<file path="config.mk">
export PLATFORM = sky130hd
export DESIGN_NAME = multicycle_main_ctrl
export DESIGN_NICKNAME = d
export VERILOG_FILES = /design/src/rtl/multicycle_main_ctrl.sv
export SDC_FILE = /design/constraint.sdc
export NUM_CORES = 1
export LEC_CHECK = 0
export CAP_MARGIN = 15
export CORE_MARGIN = 2
export CORE_UTILIZATION = 47
export CTS_CLUSTER_DIAMETER = 80
export DETAILED_ROUTE_END_ITERATION = 10
export PLACE_DENSITY = 0.92
export SLEW_MARGIN = 5
export SYNTH_ARGS = -nofsm -noshare
export SYNTH_HDL_FRONTEND = slang
export SYNTH_SLANG_ARGS = --single-unit
</file>
<file path="constraint.sdc">
create_clock -name clk -period 4.1 [get_ports clk]
set_input_delay 0.41 -clock clk [delete_from_list [all_inputs] [get_ports clk]]
set_output_delay 0.41 -clock clk [all_outputs]
set_load 0.1 [all_outputs]
</file>
<file path="src/rtl/multicycle_main_ctrl.sv">
// Main control FSM for the multi-cycle MIPS datapath.
// Sequences fetch/decode/execute/memory/writeback for lw, sw, R-type, beq and j,
// stalls memory states on mem_ready, and raises a sticky err on an illegal
// opcode or a memory access that exceeds MEM_TIMEOUT stalled cycles.
module multicycle_main_ctrl #(
  parameter int unsigned MEM_TIMEOUT = 8
) (
  input  logic       clk,
  input  logic       rst,
  input  logic [5:0] opcode,
  input  logic       zero,
  input  logic       mem_ready,
  output logic [1:0] ALU_OP,
  output logic       ALUSrcA,
  output logic [1:0] ALUSrcB,
  output logic       IorD,
  output logic       MemRead,
  output logic       MemWrite,
  output logic       IRWrite,
  output logic       MemtoReg,
  output logic       RegDst,
  output logic       RegWrite,
  output logic       PCWrite,
  output logic       PCWriteCond,
  output logic [1:0] PCSource,
  output logic [3:0] state,
  output logic       err
);

  typedef enum logic [3:0] {
    S_IDLE   = 4'd0,
    S_FETCH  = 4'd1,
    S_DECODE = 4'd2,
    S_MEMADR = 4'd3,
    S_MEMRD  = 4'd4,
    S_MEMWB  = 4'd5,
    S_MEMWR  = 4'd6,
    S_REXE   = 4'd7,
    S_RWB    = 4'd8,
    S_BRANCH = 4'd9,
    S_JUMP   = 4'd10
  } state_t;

  localparam logic [5:0] OP_R   = 6'b000000;
  localparam logic [5:0] OP_J   = 6'b000010;
  localparam logic [5:0] OP_BEQ = 6'b000100;
  localparam logic [5:0] OP_LW  = 6'b100011;
  localparam logic [5:0] OP_SW  = 6'b101011;

  // Last stalled-cycle count before the access is abandoned.
  localparam logic [7:0] TO_LAST = 8'(MEM_TIMEOUT - 1);

  state_t     state_q, state_d;
  logic [7:0] cnt_q, cnt_d;
  logic       err_q;
  logic       err_set;
  logic       mem_wait;
  logic       timeout;

  // The branch decision is gated by zero in the datapath; the controller only receives it.
  logic unused_zero;
  assign unused_zero = zero;

  // Next-state, stall counter and error-event decode.
  always_comb begin
    state_d  = state_q;
    cnt_d    = '0;
    err_set  = 1'b0;
    mem_wait = ((state_q == S_FETCH) || (state_q == S_MEMRD) || (state_q == S_MEMWR))
               && !mem_ready;
    timeout  = mem_wait && (cnt_q == TO_LAST);
    if (mem_wait && !timeout) cnt_d = cnt_q + 8'd1;

    case (state_q)
      S_IDLE:   state_d = S_FETCH;
      S_FETCH:  if (mem_ready) state_d = S_DECODE;
      S_DECODE: begin
        case (opcode)
          OP_LW, OP_SW: state_d = S_MEMADR;
          OP_R:         state_d = S_REXE;
          OP_BEQ:       state_d = S_BRANCH;
          OP_J:         state_d = S_JUMP;
          default: begin
            state_d = S_FETCH;
            err_set = 1'b1;
          end
        endcase
      end
      S_MEMADR: state_d = (opcode == OP_SW) ? S_MEMWR : S_MEMRD;
      S_MEMRD:  if (mem_ready) state_d = S_MEMWB;
      S_MEMWB:  state_d = S_FETCH;
      S_MEMWR:  if (mem_ready) state_d = S_FETCH;
      S_REXE:   state_d = S_RWB;
      S_RWB:    state_d = S_FETCH;
      S_BRANCH: state_d = S_FETCH;
      S_JUMP:   state_d = S_FETCH;
      default:  state_d = S_IDLE;
    endcase

    // A timed-out access abandons the instruction and refetches.
    if (timeout) begin
      state_d = S_FETCH;
      err_set = 1'b1;
    end
  end

  // State, stall counter and sticky error register.
  always_ff @(posedge clk or posedge rst) begin
    if (rst) begin
      state_q <= S_IDLE;
      cnt_q   <= '0;
      err_q   <= 1'b0;
    end else begin
      state_q <= state_d;
      cnt_q   <= cnt_d;
      err_q   <= err_q | err_set;
    end
  end

  // Datapath controls decoded from the current state (and mem_ready in FETCH).
  always_comb begin
    ALU_OP      = 2'b00;
    ALUSrcA     = 1'b0;
    ALUSrcB     = 2'b00;
    IorD        = 1'b0;
    MemRead     = 1'b0;
    MemWrite    = 1'b0;
    IRWrite     = 1'b0;
    MemtoReg    = 1'b0;
    RegDst      = 1'b0;
    RegWrite    = 1'b0;
    PCWrite     = 1'b0;
    PCWriteCond = 1'b0;
    PCSource    = 2'b00;
    case (state_q)
      S_FETCH: begin
        MemRead = 1'b1;
        ALUSrcB = 2'b01;
        IRWrite = mem_ready;
        PCWrite = mem_ready;
      end
      S_DECODE: ALUSrcB = 2'b11;
      S_MEMADR: begin
        ALUSrcA = 1'b1;
        ALUSrcB = 2'b10;
      end
      S_MEMRD: begin
        MemRead = 1'b1;
        IorD    = 1'b1;
      end
      S_MEMWB: begin
        RegWrite = 1'b1;
        MemtoReg = 1'b1;
      end
      S_MEMWR: begin
        MemWrite = 1'b1;
        IorD     = 1'b1;
      end
      S_REXE: begin
        ALUSrcA = 1'b1;
        ALU_OP  = 2'b10;
      end
      S_RWB: begin
        RegWrite = 1'b1;
        RegDst   = 1'b1;
      end
      S_BRANCH: begin
        ALUSrcA     = 1'b1;
        ALU_OP      = 2'b01;
        PCWriteCond = 1'b1;
        PCSource    = 2'b01;
      end
      S_JUMP: begin
        PCWrite  = 1'b1;
        PCSource = 2'b10;
      end
      default: ;
    endcase
  end

  assign state = state_q;
  assign err   = err_q;

endmodule

</file>
== After elaboration in Yosys (flattened, before gate mapping) ==
Cells that the tools add are included.
Storage, ports and cells
  word-level logic and storage cells: 64
  bits in registers: 13
  output and inout bits: 21
  input port bits: 10
Cells by class
  eq/ne operators: 18
  $add $sub $neg: 1
  bitwise operators: 1
  mux-type cells: 24
  reductions and logical operators: 17
Operator list (count)
  4-bit case mux with 7 select lines: 1
  4-bit by 3-bit equality test with 1-bit output, second input constant: 4
  4-bit 2-to-1 mux: 4
  4-bit case mux with 4 select lines: 1
  4-bit equality test, second input constant: 3
  6-bit equality test, second input constant: 2
  1-bit 2-to-1 mux: 12
  5-bit OR reduction: 2
  3-bit inequality test, second input constant: 3
  8-bit by 1-bit adder with 8-bit output, second input constant: 1
  4-bit by 2-bit equality test with 1-bit output, second input constant: 2
  8-bit by 3-bit equality test with 1-bit output, second input constant: 1
  8-bit 2-to-1 mux: 1
  2-bit case mux with 2 select lines: 2
  2-bit OR reduction: 4
  6-bit by 2-bit equality test with 1-bit output, second input constant: 1
  6-bit by 3-bit equality test with 1-bit output, second input constant: 1
  6-bit zero test: 1
  2-bit case mux with 3 select lines: 1
  4-bit by 1-bit equality test with 1-bit output, second input constant: 1
  4-bit zero test: 1
  1-bit logical AND: 3
  3-bit AND reduction: 1
  3-bit OR reduction: 1
  5 further kinds: 7

== Longest topological paths before layout ==
Gate-level depths: netlist (run 1).
  depth in word-level cells: 8
  depth in mapped cells: 5
  gate-level depth less buffers: 5

== Least setup slack after synthesis (run 1) ==
OpenSTA, ideal clock, no wires.
  path type: reg-to-output
  start point: reg state_q[0], in the netlist state[0]
  end point: out PCWrite
  arrival time: 5.230 ns
  required time: 3.690 ns
  slack: -1.540 ns
  path buffers: 1
  cell stages (with the launch flop): 5
  cell sequence: dfrtp_1 -> buf_2 -> nor2b_1 -> nor4bb_1 -> or2_1
Between the ends
  word-level cells in the longest chain between the ends: 2
  elaborated cells on any way between the ends: 3
  those cells by class: 2 x eq/ne; 1 x mux
Ends and longest elaborated chain
  from (decl): line 53  | state_t state_q, state_d;
  from (signal assigned): line 114  | state_q <= state_d;
  4-bit equality test / 4-bit by 1-bit equality test with 1-bit output (equally long branches): line 135  | case (state_q)
  1-bit case mux with 2 select lines (*): line 135
  to (decl): line 23  | output logic PCWrite,
Mark *: on every way between the ends. The rest lies on a longest branch, timed or not.

== Worst setup path after layout (run 1) ==
  start point: reg state_q[0], in the netlist state[0]
  end point: out RegWrite
Between the ends
  word-level cells in the longest chain between the ends: 3
  elaborated cells on any way between the ends: 4
  those cells by class: 2 x eq/ne; 1 x mux; 1 x reduce/logical
Ends and longest elaborated chain
  4-bit equality test / 4-bit by 3-bit equality test with 1-bit output (equally long branches): line 135
  2-bit OR reduction (no source line) (*)
  1-bit 2-to-1 mux (*): line 135
  to (decl): line 22  | output logic RegWrite,
Marked as above.

==> results.yml, run 1 <==
outcome:
  status: "finished, final reports clean"
setup_path:
  critPathArrivalTime_ps: 2700
  timing.critical_path.required_ps: 3690
  worstRegToRegCells: 4
  cp-start-kind: "flip-flop"
  cp-end-kind: "output pin"
  timing.setup.critical_path_class: "flip-flop to output pin"
  worstPathMaxFanout: 19
placed_design:
  place.port_buffers: 29
  gp_routability_congestion: 0.819
  detailedPlacementHpwl_um: 1590
global_route:
  grt-ovfl-total: 0
  grt_first_pass_wirelength_um: 3040
  grt_pass1_vias: 706
  grt_antenna_before_repair: 0
  grt_start_max_net_pins: 20
  grt_overall_usage_pct: 20.0
job:
  timing.max_cap.violations: 0
sta:
  final_period_minus_worst_setup_slack_ps: 3110
  worst-slew-pin-transition_ps: 974
  final.setup.tns_ps: 0
  finalClockSkew_ps: 1.79
  layout_worst_path_cycle_share_pct: 75.9
  final-hold-violation-count: 0
  finalSetupViolations: 0
  finalMaxSlewViolations: 0
  setup_repair_after_global_routing_missed_its_margin: "no"
  max_freq_mhz: 321
  slew-limit-headroom_pct: 34.9
final_layout:
  final_cell_mix: "clkdlybuf4s50_1, nor2_1, dfrtp_1"
  commonest_non_fill_non_tap_cell_in_the_layout: "clkdlybuf4s50_1"
  antennaDiodeCount: 0
  layout-drive-gt1-share_pct: 8.73
  finish.net_count: 138
  syn_to_final_growth_pct: 37.6
die:
  floorplan.die.width_um: 46.7
  core_area_mm2: 0.00173
  initial_core_utilization_pct: 49.7
  rows: 15
  dieHeight_um: 46.7
  pin_count: 31
  fp.dieArea_mm2: 0.00218
logic_synthesis:
  syn-num-nets: 112
  share_of_yosys_cell_area_claimed_by_the_top_area_cell_type_pct: 37.9
  postSynthAreaPerCell_um2: 8.50
  synthesis.yosys.warnings: 0
  synth-main-ff-cell: "dfrtp_1"
  netlist_area_um2: 858
  count_of_cell_types_in_the_netlist: 37
  synth.yosys.seq_area_share_pct: 37.9
  post_synth_inst_count: 101
  synth_area_leaders: "dfrtp_1, nor2_1, xnor2_1, xor2_1, nand2_1"
  edff_count_synth: 0
  synth_area_leader_cell: "dfrtp_1"
  post_synthesis_register_bit_count: 13
  asyncSetResetFlopFracSynth_pct: 100
cts:
  tritoncts: "built"
  clkLatencyLatePin_ps: 270
  cts_hold_buf: 0
  post_cts.resized_instances: 0
  clock_sink_count: 13
  path_clk_slew_ps: 70
  cts_htree_levels: 1
  cts_buffers: 3
  clockRootBuffer: "clkbuf_4"
  post-cts-setup-buffer-count: 0
  cts.path.max_buffers: 2
routing:
  drt_pass1_iterations: 4
  viasPerCell: 5.44
  route.antenna.remaining_nets: 0
  final_wirelength_um: 2020
  route.vias.total: 821
  route.detailed.wl_per_inst_um: 13.4
  post-route-drc-count: 0
  initialDrtViolationCount: 26
min_path:
  hold_path_class: "input pin to async pin"
==> metal layers <==
layer / global-route usage, % / part of all wire, % / vias to the layer above
met5: 0 / 0 / -
li1: - / - / 402
met2: 33.3 / 51 / 32
met1: 26.5 / 43 / 387
met3: 5.77 / 5.6 / 0
met4: 3.33 / 0 / 0
==> logic make-up (layout without fill, tap and decap cells) <==
| kind of cell | count (synthesis) | after routing | share of synthesized area (%) |
|---|---|---|---|
| AND/OR/NAND/NOR | 56 | 56 | 35.0 |
| AO/OA/AOI/OAI | 13 | 13 | 11.4 |
| flip-flops | 13 | 13 | 37.9 |
| XOR/XNOR | 9 | 9 | 9.18 |
| buffers and inverters | 9 | 34 | 5.10 |
| adder cells (fa/ha/maj) | 1 | 1 | 1.46 |
==> layout make-up <==
type                    instances  area [um^2]
fillers                       146          546
multi-input cells              79          509
flip-flops and latches         13          325
repair buffers                 29          285
well taps                      25         31.3
clock buffers                   4         26.3
inverters                       1         3.75
==> cell usage after synthesis (all sizes together), types with 4 or more instances <==
| cell | number |
|---|---|
| nand3 | 5 |
| buf | 5 |
| nand2 | 7 |
| dfrtp | 13 |
| and3 | 4 |
| xor2 | 4 |
| nor2 | 18 |
| xnor2 | 5 |
| nor3 | 5 |
==> state kept, by name, indices dropped and copies added, names as in the netlist <==
signal  cells
cnt_q       8
state       4
err         1
==> final timing paths <==
check | to | start | slack, ps
min in group clk | cnt_q[0]$_DFF_PP0_ | cnt_q[0]$_DFF_PP0_ | 460
setup reg to reg | state[1]$_DFFE_PP0P_ | state[0]$_DFFE_PP0P_ | 2240
setup / recovery | RegWrite | state[0]$_DFFE_PP0P_ | 990
hold / removal | cnt_q[4]$_DFF_PP0_ | rst | 450
max in group asynchronous | cnt_q[2]$_DFF_PP0_ | rst | 3330
hold reg to reg | cnt_q[0]$_DFF_PP0_ | cnt_q[0]$_DFF_PP0_ | 460
==> metrics by stage <==
step                      setup slack [ps]  hold WS, ps  utilization (%)  std cells  cell area [um^2]
after CTS                              985          460             68.4        151              1180
after floorplan                       39.0          287                -        101               878
final                                  988          451             68.4        151              1180
after detailed placement              1290          450             66.9        147              1150
after global routing                   822          481             68.4        151              1180
after global placement                1320          444             66.9        147              1150
==> critical path, cell delays in order (launching register included) <==
cell	delay (ps)
dfrtp_1	670
nor2b_1	320
and3b_1	210
or2_1	100
clkdlybuf4s50_1	1120
Power of run 1 is left out: the tool's default activity adds up to more than one toggle a clock period on the data nets, which glitch-free logic cannot reach.
==> inputs of run 2 (changes only) <==
CORE_UTILIZATION = 39   (was 47)
PLACE_DENSITY = 0.82   (was 0.92)
clock period = 2.62 ns   (was 4.1 ns; I/O delays follow)
==> run 2 against run 1 <==
First-iteration DRC count down 27%. Via count down 1.9%. Setup slack worse by 390 ps. Critical path depth unchanged. Die area up 19%. Cell count up 1.3%. Largest cell class unchanged. Flip-flop and latch count unchanged. Register-to-register slack worse by 1400 ps. Design area up 3.6%. Non-clock buffer count unchanged. Global-route usage down 3.1 points. Wire length down 4.1%.
==> results.yml, run 2 (same netlist as run 1, synthesis figures left out) <==
final_layout:
  largest_register: "cnt_q"
  final_design_area_no_fill_mm2: 0.00122
  count_of_fill_cells_added_during_filler_insertion: 168
  commonest_non_fill_non_tap_cell_in_the_layout: "buf_4"
  syn_to_final_growth_pct: 42.6
  final_cell_mix: "buf_4, nor2_1, dfrtp_1"
  layout-drive-gt1-share_pct: 36.5
  largest_reg_flops: 8
  finish.net_count: 138
  antennaDiodeCount: 0
cts:
  clockRootBuffer: "clkbuf_4"
  clkLatencyLatePin_ps: 270
  cts_htree_levels: 1
  cts_hold_buf: 0
  tritoncts: "built"
  post-cts-setup-buffer-count: 0
  cts_buffers: 3
  cts.path.max_buffers: 2
  path_clk_slew_ps: 70
  post_cts.resized_instances: 0
  clock_sink_count: 13
placed_design:
  dp_worst_setup_slack_ps: 646
  detailedPlacementHpwl_um: 1520
  dpl-instance-area_mm2: 0.00120
  place.port_buffers: 29
  gp_routability_congestion: 0.798
global_route:
  grt_overall_usage_pct: 16.9
  grt_first_pass_wirelength_um: 3340
  grt-ovfl-total: 0
  grt_pass1_vias: 721
  grt_start_max_net_pins: 20
  grt_antenna_before_repair: 0
sta:
  worst-slew-pin-transition_ps: 459
  final_period_minus_worst_setup_slack_ps: 2020
  finalClockSkew_ps: 2.51
  layout_setup_ws_ps: 599
  hold_ws_ps: 304
  final.setup.tns_ps: 0
  finalMaxSlewViolations: 0
  finalSetupViolations: 0
  slew-limit-headroom_pct: 69.4
  max_freq_mhz: 495
  layout_worst_path_cycle_share_pct: 77.2
  final-hold-violation-count: 0
  setup_repair_after_global_routing_missed_its_margin: "no"
routing:
  detailroute.wirelength.met3_um: 126
  route.vias.total: 805
  route.detailed.wl_per_inst_um: 12.7
  drt_pass1_iterations: 4
  post-route-drc-count: 0
  top_metal_layer_carrying_routed_signals: "met4"
  initialDrtViolationCount: 19
  viasPerCell: 5.26
  route.antenna.remaining_nets: 0
  drt-met1-wl_um: 846
  met2WireLength_um: 946
  final_wirelength_um: 1940
min_path:
  hold_path_class: "input pin to async pin"
setup_path:
  timing.critical_path.required_ps: 2360
  critPathArrivalTime_ps: 1760
  worstPathMaxFanout: 19
  cp-start-kind: "flip-flop"
  timing.setup.critical_path_class: "flip-flop to output pin"
  reg2reg_slack_ps: 880
  cp-end-kind: "output pin"
die:
  floorplan.die.width_um: 50.9
  initial_core_utilization_pct: 42.5
  dieHeight_um: 50.9
  fp.dieArea_mm2: 0.00259
  rows: 16
  core_area_mm2: 0.00202
  pin_count: 31
job:
  timing.max_cap.violations: 0
outcome:
  status: "finished, final reports clean"
==> run 2: routing by layer <==
metal / global-route usage (%) / vias to the layer above
met5: 0 / -
met4: 4.05 / 0
met3: 4.68 / 4
met2: 26.2 / 28
met1: 23.2 / 369
li1: - / 404
==> run 2: final timing paths <==
kind	start	to	cells past startpoint
worst max-delay path	state[0]$_DFFE_PP0P_	RegWrite	4
worst min-delay path	rst	state[2]$_DFFE_PP0P_	2
worst max register to register	cnt_q[3]$_DFF_PP0_	cnt_q[6]$_DFF_PP0_	4
worst min register to register	cnt_q[0]$_DFF_PP0_	cnt_q[0]$_DFF_PP0_	1
max in group asynchronous	rst	state[0]$_DFFE_PP0P_	2
min in group clk	cnt_q[0]$_DFF_PP0_	cnt_q[0]$_DFF_PP0_	1
==> run 2: critical path, cell delays in order, from the launching register on <==
cell     delay, ps
dfrtp_4        580
nor2b_4        170
and3b_2        210
or2_2          280
buf_4          230
==> run 2: area by class of cell <==
class                           instances  area, um^2  area share, %
Multi-Input combinational cell         79         557           45.5
Sequential cell                        13         340           27.8
Timing Repair Buffer                   29         263           21.5
Tap cell                               27        33.8           2.76
Clock buffer                            4        26.3           2.15
Inverter                                1        3.75          0.307
==> run 2: through the flow <==
stage          util (%)  std cells
2_1_floorplan         -        101
3_3_place_gp       59.2        149
5_1_grt            60.5        153
4_1_cts            60.5        153
3_5_place_dp       59.2        149
6_report           60.5        153
Power of run 2 is left out for the same reason.
==> inputs of run 3 (changes only) <==
CORE_UTILIZATION = 43   (was 39)
PLACE_DENSITY = 0.85   (was 0.82)
clock period = 2 ns   (was 2.62 ns; I/O delays follow)
==> run 3 against run 2 <==
Worst hold slack got worse by 78 ps. Critical path depth increased by 1. Setup slack got worse by 550 ps. Die area decreased by 8.6%. First-iteration DRC count down 26%. Non-clock buffer count rose by 7. Clock skew is essentially flat.
==> results.yml, run 3 (same netlist as run 1, synthesis figures left out) <==
global_route:
  grt-ovfl-total: 0
  grt_pass1_vias: 815
  grt_antenna_before_repair: 0
  grt_overall_usage_pct: 21.9
  grt_start_max_net_pins: 20
  grt_first_pass_wirelength_um: 3960
die:
  dieHeight_um: 48.7
  pin_count: 31
  floorplan.die.width_um: 48.7
  initial_core_utilization_pct: 44.7
  fp.dieArea_mm2: 0.00237
  rows: 16
  core_area_mm2: 0.00192
cts:
  cts.path.max_buffers: 2
  cts_htree_levels: 1
  clockRootBuffer: "clkbuf_4"
  tritoncts: "built"
  path_clk_slew_ps: 80
  clkLatencyLatePin_ps: 280
  cts_buffers: 3
  clock_sink_count: 13
  cts_hold_buf: 0
job:
  timing.max_cap.violations: 0
setup_path:
  reg2reg_from: "cnt_q[3]$_DFF_PP0_"
  timing.critical_path.required_ps: 1800
  worstPathMaxFanout: 14
  cp-end-kind: "output pin"
  cp-start-kind: "flip-flop"
  critPathArrivalTime_ps: 1750
  worstSetupStartpoint: "state[2]$_DFFE_PP0P_"
  timing.setup.critical_path_class: "flip-flop to output pin"
final_layout:
  final_cell_mix: "buf_12, nor2_1, buf_4"
  antennaDiodeCount: 0
  instances_no_fill: 160
  finish.net_count: 145
  syn_to_final_growth_pct: 74.2
  largest_reg_flops: 8
  layout-drive-gt1-share_pct: 40.6
  largest_register: "cnt_q"
  count_of_fill_cells_added_during_filler_insertion: 147
  commonest_non_fill_non_tap_cell_in_the_layout: "buf_12"
placed_design:
  dp_worst_setup_slack_ps: 90.3
  place_inst: 151
  place.port_buffers: 29
  detailedPlacementHpwl_um: 1750
  gp_routability_congestion: 0.802
sta:
  layout_worst_path_cycle_share_pct: 97.5
  final-hold-violation-count: 0
  final_period_minus_worst_setup_slack_ps: 1950
  hold_ws_ps: 226
  slew-limit-headroom_pct: 68.2
  finalSetupViolations: 0
  finalMaxSlewViolations: 0
  worst-slew-pin-transition_ps: 476
  layout_setup_ws_ps: 50.0
  max_freq_mhz: 513
  final.setup.tns_ps: 0
  finalClockSkew_ps: 2.09
routing:
  route.vias.total: 873
  post-route-drc-count: 0
  route.antenna.remaining_nets: 0
  drt_pass1_iterations: 4
  initialDrtViolationCount: 14
  final_wirelength_um: 2330
  route.detailed.wl_per_inst_um: 14.6
  viasPerCell: 5.46
pwr:
  p_per_area_mw_per_mm2: 1760
  power.ir.vdd_worst_mv: 1.71
  leakagePower_nw: 0.611
outcome:
  status: "finished, final reports clean"
min_path:
  hold_path_class: "input pin to async pin"
[run 3: changes by cell type in the layout (fill, tap and decap cells not counted), moves of 2 or more]
| cell | before | now |
|---|---|---|
| buf_4 | 19 | 11 |
| buf_12 | 2 | 17 |
| nor2_4 | 1 | 4 |
| nor2_2 | 4 | 2 |
[run 3: critical path, cell delays in order, from the launching register on]
cell and delay (ps):
dfrtp_4 580, nor2_1 200, nand2_1 180, nor2_4 180
or2_4 150, buf_12 160
[run 3: per-layer routing]
layer,vias up,GRT usage (%),wire length [um]
li1,416,-,-
met1,426,27.2,949
met2,28,36.3,1240
met3,3,7.41,128
met4,0,5.71,18
met5,-,0,0
[run 3: timing repair]
action | 4_1_cts | 5_1_grt
buffers inserted | 0 | 5
hold endpoints to repair | 0 | 0
gates resized for setup | 0 | 0
endpoints found under the setup margin | 0 | 1
[run 3: report_power, final]
group	switching (mW)	total, mW	internal (mW)
logic	1.31	2.03	0.717
registers	0.108	0.435	0.327
clock network	0.0893	0.167	0.0776
[run 3: final timing paths]
check | end | depth (start not counted) | slack [ps]
max in group asynchronous | state[3]$_DFFE_PP0P_ | 2 | 1410
min reg2reg | cnt_q[0]$_DFF_PP0_ | 1 | 450
max | RegWrite | 5 | 50
min in group clk | cnt_q[0]$_DFF_PP0_ | 1 | 450
min | cnt_q[2]$_DFF_PP0_ | 2 | 230
max reg2reg | cnt_q[7]$_DFF_PP0_ | 4 | 230
[run 3: per-stage QoR]
stage	utilization, %	power, mW	cell area (um^2)
floorplan	-	1.83	1000
global placement	73.8	2.33	1420
detailed placement	73.8	2.36	1420
CTS	75.2	2.53	1450
global route	77.8	2.74	1500
finish	77.8	2.63	1500
[run 3: layout make-up]
cell class / instances / area [um^2] / share of cell area (%)
Clock buffer: 4 / 26.3 / 1.76
Inverter: 1 / 3.75 / 0.251
Multi-Input combinational cell: 79 / 588 / 39.3
Sequential cell: 13 / 340 / 22.8
Tap cell: 27 / 33.8 / 2.26
Timing Repair Buffer: 36 / 503 / 33.6
(Power assumes the default switching activity.)
